`src/rtl/csc_share_arb.sv`:
```
// csc_share_arb: time-shares one CSC core between two pixel streams (A, B).
// Each port has a one-entry holding register. A round-robin arbiter issues at
// most one pixel per clock to the CSC. A tag pipe matched to the CSC latency
// carries {valid, id, user}, and CSC results are steered to per-port output
// registers.
module csc_share_arb #(
  parameter int DW      = 12,
  parameter int CSC_LAT = 4,
  parameter int UW      = 3
) (
  input  logic            clk,
  input  logic            rstn,
  input  logic [3*DW-1:0] a_data,
  input  logic [UW-1:0]   a_user,
  input  logic            a_valid,
  output logic            a_ready,
  input  logic [3*DW-1:0] b_data,
  input  logic [UW-1:0]   b_user,
  input  logic            b_valid,
  output logic            b_ready,
  output logic [DW-1:0]   csc_din0,
  output logic [DW-1:0]   csc_din1,
  output logic [DW-1:0]   csc_din2,
  input  logic [DW-1:0]   csc_dout0,
  input  logic [DW-1:0]   csc_dout1,
  input  logic [DW-1:0]   csc_dout2,
  output logic [3*DW-1:0] a_out_data,
  output logic [UW-1:0]   a_out_user,
  output logic            a_out_valid,
  output logic [3*DW-1:0] b_out_data,
  output logic [UW-1:0]   b_out_user,
  output logic            b_out_valid
);

  localparam int NP = 2;  // index 0 = port A, 1 = port B

  typedef enum logic {LAST_A = 1'b0, LAST_B = 1'b1} rr_t;

  rr_t             r_rr;
  rr_t             w_rr_next;

  logic [3*DW-1:0] w_in_data   [NP];
  logic [UW-1:0]   w_in_user   [NP];
  logic [NP-1:0]   w_in_valid;
  logic [NP-1:0]   w_ready;
  logic [NP-1:0]   w_full;
  logic [NP-1:0]   w_grant;
  logic [3*DW-1:0] w_hold_data [NP];
  logic [UW-1:0]   w_hold_user [NP];

  logic [3*DW-1:0] w_sel_data;
  logic [UW-1:0]   w_sel_user;

  logic [3*DW-1:0] r_din;
  logic            r_issue_vld;
  logic            r_issue_id;
  logic [UW-1:0]   r_issue_user;

  logic            r_tag_vld  [CSC_LAT];
  logic            r_tag_id   [CSC_LAT];
  logic [UW-1:0]   r_tag_user [CSC_LAT];

  logic [3*DW-1:0] w_dout;
  logic [3*DW-1:0] w_out_data  [NP];
  logic [UW-1:0]   w_out_user  [NP];
  logic [NP-1:0]   w_out_valid;

  assign w_in_data[0] = a_data;
  assign w_in_data[1] = b_data;
  assign w_in_user[0] = a_user;
  assign w_in_user[1] = b_user;
  assign w_in_valid   = {b_valid, a_valid};
  assign a_ready      = w_ready[0];
  assign b_ready      = w_ready[1];

  genvar gi;

  // Per-port one-entry holding register
  generate
    for (gi = 0; gi < NP; gi++) begin : g_hold
      logic            r_full;
      logic [3*DW-1:0] r_data;
      logic [UW-1:0]   r_user;

      // Ready when empty or being drained this cycle; forced low during reset
      assign w_ready[gi]     = rstn & (~r_full | w_grant[gi]);
      assign w_full[gi]      = r_full;
      assign w_hold_data[gi] = r_data;
      assign w_hold_user[gi] = r_user;

      // Capture on handshake (a refill beats the drain), empty on grant
      always_ff @(posedge clk or negedge rstn) begin
        if (!rstn) begin
          r_full <= 1'b0;
          r_data <= '0;
          r_user <= '0;
        end else if (w_in_valid[gi] && w_ready[gi]) begin
          r_full <= 1'b1;
          r_data <= w_in_data[gi];
          r_user <= w_in_user[gi];
        end else if (w_grant[gi]) begin
          r_full <= 1'b0;
        end
      end
    end
  endgenerate

  // Round-robin pointer register, remembers which port was granted last
  always_ff @(posedge clk or negedge rstn) begin
    if (!rstn) r_rr <= LAST_B;
    else       r_rr <= w_rr_next;
  end

  // Arbiter: lone candidate wins; on conflict the port not granted last wins
  always_comb begin
    w_grant   = '0;
    w_rr_next = r_rr;
    if (w_full[0] && (!w_full[1] || r_rr == LAST_B)) begin
      w_grant[0] = 1'b1;
    end else if (w_full[1]) begin
      w_grant[1] = 1'b1;
    end
    if (w_grant[0])      w_rr_next = LAST_A;
    else if (w_grant[1]) w_rr_next = LAST_B;
  end

  assign w_sel_data = w_grant[1] ? w_hold_data[1] : w_hold_data[0];
  assign w_sel_user = w_grant[1] ? w_hold_user[1] : w_hold_user[0];

  // Issue stage: drive CSC input and launch the tag; din holds when idle
  always_ff @(posedge clk or negedge rstn) begin
    if (!rstn) begin
      r_din        <= '0;
      r_issue_vld  <= 1'b0;
      r_issue_id   <= 1'b0;
      r_issue_user <= '0;
    end else if (|w_grant) begin
      r_din        <= w_sel_data;
      r_issue_vld  <= 1'b1;
      r_issue_id   <= w_grant[1];
      r_issue_user <= w_sel_user;
    end else begin
      r_issue_vld  <= 1'b0;
    end
  end

  assign csc_din0 = r_din[DW-1:0];
  assign csc_din1 = r_din[2*DW-1:DW];
  assign csc_din2 = r_din[3*DW-1:2*DW];

  // Tag pipe: last stage lines up with csc_dout for the same pixel
  always_ff @(posedge clk or negedge rstn) begin
    if (!rstn) begin
      for (int i = 0; i < CSC_LAT; i++) begin
        r_tag_vld[i]  <= 1'b0;
        r_tag_id[i]   <= 1'b0;
        r_tag_user[i] <= '0;
      end
    end else begin
      r_tag_vld[0]  <= r_issue_vld;
      r_tag_id[0]   <= r_issue_id;
      r_tag_user[0] <= r_issue_user;
      for (int i = 1; i < CSC_LAT; i++) begin
        r_tag_vld[i]  <= r_tag_vld[i-1];
        r_tag_id[i]   <= r_tag_id[i-1];
        r_tag_user[i] <= r_tag_user[i-1];
      end
    end
  end

  assign w_dout = {csc_dout2, csc_dout1, csc_dout0};

  // Per-port output registers
  generate
    for (gi = 0; gi < NP; gi++) begin : g_out
      logic            r_valid;
      logic [3*DW-1:0] r_data;
      logic [UW-1:0]   r_user;

      assign w_out_valid[gi] = r_valid;
      assign w_out_data[gi]  = r_data;
      assign w_out_user[gi]  = r_user;

      // Strobe for one cycle when the tag targets this port; else hold data
      always_ff @(posedge clk or negedge rstn) begin
        if (!rstn) begin
          r_valid <= 1'b0;
          r_data  <= '0;
          r_user  <= '0;
        end else if (r_tag_vld[CSC_LAT-1] && (r_tag_id[CSC_LAT-1] == 1'(gi))) begin
          r_valid <= 1'b1;
          r_data  <= w_dout;
          r_user  <= r_tag_user[CSC_LAT-1];
        end else begin
          r_valid <= 1'b0;
        end
      end
    end
  endgenerate

  assign a_out_valid = w_out_valid[0];
  assign a_out_data  = w_out_data[0];
  assign a_out_user  = w_out_user[0];
  assign b_out_valid = w_out_valid[1];
  assign b_out_data  = w_out_data[1];
  assign b_out_user  = w_out_user[1];

endmodule

```
`config.mk`:
```
export PLATFORM = sky130hd
export DESIGN_NAME = csc_share_arb
export DESIGN_NICKNAME = d
export VERILOG_FILES = /design/src/rtl/csc_share_arb.sv
export SDC_FILE = /design/constraint.sdc
export NUM_CORES = 1
export LEC_CHECK = 0
export ABC_AREA = 0
export BUFFER_PORTS_ARGS = -buffer_cell sky130_fd_sc_hd__buf_4
export CAP_MARGIN = 20
export CELL_PAD_IN_SITES_DETAIL_PLACEMENT = 0
export CELL_PAD_IN_SITES_GLOBAL_PLACEMENT = 2
export CORE_MARGIN = 2
export CORE_UTILIZATION = 38
export DETAILED_ROUTE_END_ITERATION = 6
export GPL_ROUTABILITY_DRIVEN = 0
export HOLD_SLACK_MARGIN = 0.03
export PLACE_DENSITY = 0.8
export SYNTH_ARGS = -nofsm -noshare
export SYNTH_HDL_FRONTEND = slang
export SYNTH_SLANG_ARGS = --single-unit
```
`constraint.sdc`:
```
create_clock -name clk -period 4.3 [get_ports clk]
set_input_delay 0.86 -clock clk [delete_from_list [all_inputs] [get_ports clk]]
set_output_delay 0.86 -clock clk [all_outputs]
set_load 0.02 [all_outputs]
```
Word level (Yosys, flattened, before mapping)
Cells that the tools add are included.

word-level totals
  input port bits = 118
  bits in registers = 222
  output and inout bits = 118
  bits in latches = 0
  logic and storage cells = 61
  ROM bits = 0
  memories kept = 0
  bits in writable memories = 0

cells by class
  multiply operators = 0
  multiplexer cells = 14
  div/mod/pow operators = 0
  bitwise operators = 7
  $add $sub $neg = 0
  magnitude comparators = 0
  shifts and indexed selects = 0
  reductions and logical operators = 11
  equal/unequal tests = 0

operators with widths
  kind                 number
  $mux W36             1
  $mux W1              12
  $reduce_bool A2 Y1   3
  $logic_and A1 B1 Y1  5
  $mux W3              1
  $not A1 Y1           3
  $and A1 B1 Y1        2
  $or A1 B1 Y1         2
  $reduce_or A2 Y1     1
  $logic_not A1 Y1     1
  $logic_or A1 B1 Y1   1

Longest topological paths before layout
  depth in word-level cells = 8
  mapped depth = 6
  depth with buffers taken out = 3

Least setup slack after synthesis
Ideal clock, no wire load.

  kind = in2out
  start point = in rstn
  end point = out a_ready
  path slack = 2370 ps
  arrival = 1070 ps
  buffers on the path = 0
  stages = 1
  required time = 3440 ps
  cell sequence = and2_1

on the way
  cells in the longest elaborated chain, start to end = 1

RTL lines
  element        RTL line  RTL
  from (decl)    12        input logic rstn,
  $and A1 B1 Y1  86        assign w_ready[gi] = rstn & (~r_full | w_grant[gi]);
  to (decl)      16        output logic a_ready,

Every way passes these cells.

Worst setup path in the final report
  start point = reg g_hold[0].r_full
  end point = out b_ready

on the way
  cells in the longest elaborated chain, start to end = 4

RTL lines
  element                 RTL line  RTL
  from (decl)             81        logic r_full;
  from (signal assigned)  94        r_full <= 1'b0;
  from (signal assigned)  98        r_full <= 1'b1;
  from (signal assigned)  102       r_full <= 1'b0;
  $logic_and A1 B1 Y1     118       if (w_full[0] && (!w_full[1] || r_rr == LAST_B)) begin
  $mux W1                 118
  $or A1 B1 Y1            86
  $and A1 B1 Y1           86
  to (decl)               20        output logic b_ready,

Every way passes these cells.

==> run_results.csv <==
group,metric,value,unit
layout,regArea,5560,um2
placement,dpl.hpwl,14.2,mm
timing,fin_crit,3.08,ns
hold_path,hold_class,"input port to async pin",
clock_tree,cts_buffers,25,
power_and_ir_drop,p_sw,2.20,mW
critical_path,cp.arrival,2.22,ns
power_and_ir_drop,p_seq_frac,0.415,
drt,wl_per_cell,18.9,um
clock_tree,root_buffer,"clkbuf_16",
logic_synthesis,yosys-top-cells-area,"dfrtp_1, mux2_2, mux2_4, nor2_1, o22ai_1",
floorplan,initial_core_util,0.385,
layout,final_common_cell,"buf_4",
clock_tree,clkTransAtPathRegs,0.06,ns
clock_tree,cts_max_level,1,
timing,worst_pin_slew,1.01,ns
power_and_ir_drop,power_frac_clock,0.292,
clock_tree,cts.path.max_buffers,3,
power_and_ir_drop,power_density,627,nW/um2
logic_synthesis,avgSynthCellArea,14.8,um2
global_routing,grt_pass1_wl,33.2,mm
floorplan,io-pin-count,236,
global_routing,grt_max_degree,75,
critical_path,startpoint_type,"flop",
placement,dpl_cell_area,10700,um2
timing,finalSetupTns,0,ns
power_and_ir_drop,peakVddDrop,270,uV
clock_tree,clk_latency,0.51,ns
timing,maxSlewViolCount,0,
layout,n_antenna_cell,0,
logic_synthesis,synth_ff_type,"dfrtp_1",
power_and_ir_drop,internal-power,5.04,mW
clock_tree,tritoncts,"done",
critical_path,end_kind,"output pin",
floorplan,rows,55,
drt,drc,0,
timing,slew_headroom,0.324,
floorplan,placeableCoreArea,22600,um2
layout,finalNetCount,941,
floorplan,die_area,24100,um2
logic_synthesis,ys_types,23,
logic_synthesis,syn_area,8700,um2
timing,fin_hold_ws,0.234,ns
layout,fill_cells,1942,
global_routing,antenna_found_initial,0,
timing,rsz0062_at_grt,"false",
logic_synthesis,yosys_warnings,0,
global_routing,first_global_vias,5962,
status,outcome,"finished, final reports clean",
critical_path,slowest_delay,0.75,ns
logic_synthesis,syn-num-nets,705,
logic_synthesis,yosysSeqAreaShare,0.639,
floorplan,die_w,155,um
floorplan,die-height,155,um
clock_tree,cts_sinks,222,
critical_path,cp_max_fo,24,
critical_path,critPathBufInv,2,
global_routing,track_usage,0.174,
timing,setup_violations,0,
drt,via_per_inst,4.91,
timing,setup_ws,1.22,ns
timing,hold_violations,0,
critical_path,cp_cell_sequence,"buf_4, nand3_2, and2_1, buf_4",
timing,finClkSkew,0.00603,ns
timing,fin_crit_sh,0.717,
drt,wl,21.2,mm
power_and_ir_drop,leakage,5.32,nW
clock_tree,ctsResizeCount,0,
logic_synthesis,synth_top_area_cell,"dfrtp_1",
logic_synthesis,yosys_register_bits,222,
power_and_ir_drop,power,7.24,mW
logic_synthesis,async_flop_share,1.00,
drt,postRouteAntennaNets,0,
critical_path,crit_slowest_cell,"dfrtp_2",
clock_tree,hold_buffers,0,
logic_synthesis,synth_edf_count,0,
layout,syn2layout_area_growth,32.7,%
critical_path,cp_top_family,"flip-flops",
logic_synthesis,synthCells,587,
clock_tree,post_cts_buffers,0,
placement,place_ws,1.61,ns
drt,drt-initial-drc-count,176,
critical_path,cp_common_cell,"buf_4",
critical_path,worstSetupPathType,"flop to output pin",
critical_path,critical_path_required,3.44,ns
power_and_ir_drop,power_frac_comb,0.292,
timing,max_freq,324,MHz
placement,portBuffers,235,
run,maxCapViolations,0,
drt,dr.pass1.iters,4,
layout,multi_input_area,2950,um2
drt,vias,5511,
layout,final_cell_mix,"buf_4, dfrtp_1, mux2_2",
layout,layout-drive-gt1-share,0.582,
global_routing,gr-total-overflow,0,
power_and_ir_drop,swShare,0.304,
layout,final_area,11500,um2
logic_synthesis,synth_top_area_frac,0.636,
sequential cells by signal (all words and copies together) (netlist names), 2 cells and up:
name           cells
r_tag_id           4
r_tag_vld          4
a_out_user         3
r_issue_user       3
g_hold.r_full      2
r_din             36
g_hold.r_user      6
a_out_data        36
b_out_data        36
b_out_user         3
g_hold.r_data     72
r_tag_user        12
worst reg2reg max path: stages (launching register included):
cell,delay (ns)
dfrtp_2,0.63
buf_4,0.36
nand3_2,0.13
nor2b_4,0.15
buf_4,0.54
mux2_2,0.42
worst paths after layout:
check | start | end | slack, ns | depth (start not counted)
min reg2reg | r_issue_vld$_DFF_PN0_ | r_tag_vld[3]$_DFF_PN0_ | 0.35 | 0
min | rstn | r_din[9]$_DFFE_PN0P_ | 0.23 | 1
min in group clk | r_issue_vld$_DFF_PN0_ | r_tag_vld[3]$_DFF_PN0_ | 0.35 | 0
max in group asynchronous | rstn | r_din[31]$_DFFE_PN0P_ | 2.37 | 3
max reg2reg | g_hold[0].r_full$_DFFE_PN0P_ | g_hold[1].r_data[24]$_DFFE_PN0P_ | 1.96 | 5
max | g_hold[0].r_full$_DFFE_PN0P_ | b_ready | 1.22 | 4
cells in the mapped netlist (2+ instances only):
cell	n
mux2_2	175
inv_1	2
dfrtp_1	221
buf_4	4
mux2_4	20
nor2_1	78
nor2b_4	2
clkbuf_1	7
buf_2	16
and2_1	2
buf_1	3
buf_6	3
nand2_1	6
o22ai_1	39
layer usage:
layer  GRT usage  wire length [um]  vias to the layer above
li1            -                 -                     2539
met1       0.242              9690                     2731
met2       0.266              9180                      210
met3      0.0563              1930                       31
met4      0.0428               369                        0
met5           0                 0                        -
final cells by class:
cell class              count  share of cell area
clock inverters             9              0.0104
clock buffers              33              0.0603
inverters                   2            0.000651
repair buffers            243               0.160
flip-flops and latches    222               0.482
multi-input cells         329               0.255
well taps                 285              0.0309
through the flow:
stage,std cells,utilization
3_5_place_dp,1081,0.475
6_report,1123,0.511
4_1_cts,1123,0.511
5_1_grt,1123,0.511
3_3_place_gp,1080,0.474
2_1_floorplan,587,-
cells by family after synthesis:
| family | Yosys count | share of synthesized area |
|---|---|---|
| compound gates | 42 | 0.0306 |
| buf+inv | 36 | 0.0235 |
| flops | 222 | 0.639 |
| mux | 195 | 0.261 |
| simple gates | 92 | 0.0458 |
power groups by stage:
stage / clock network [mW] / registers, mW / logic (mW)
3_5_place_dp: 0 / 3.04 / 2.14
5_1_grt: 2.28 / 3.08 / 2.26
3_3_place_gp: 0 / 3.02 / 2.09
4_1_cts: 2.18 / 3.01 / 2.14
2_1_floorplan: 0 / 3.42 / 0.751
6_report: 2.12 / 3.01 / 2.11
No activity file was read; power rests on OpenSTA's default activity.
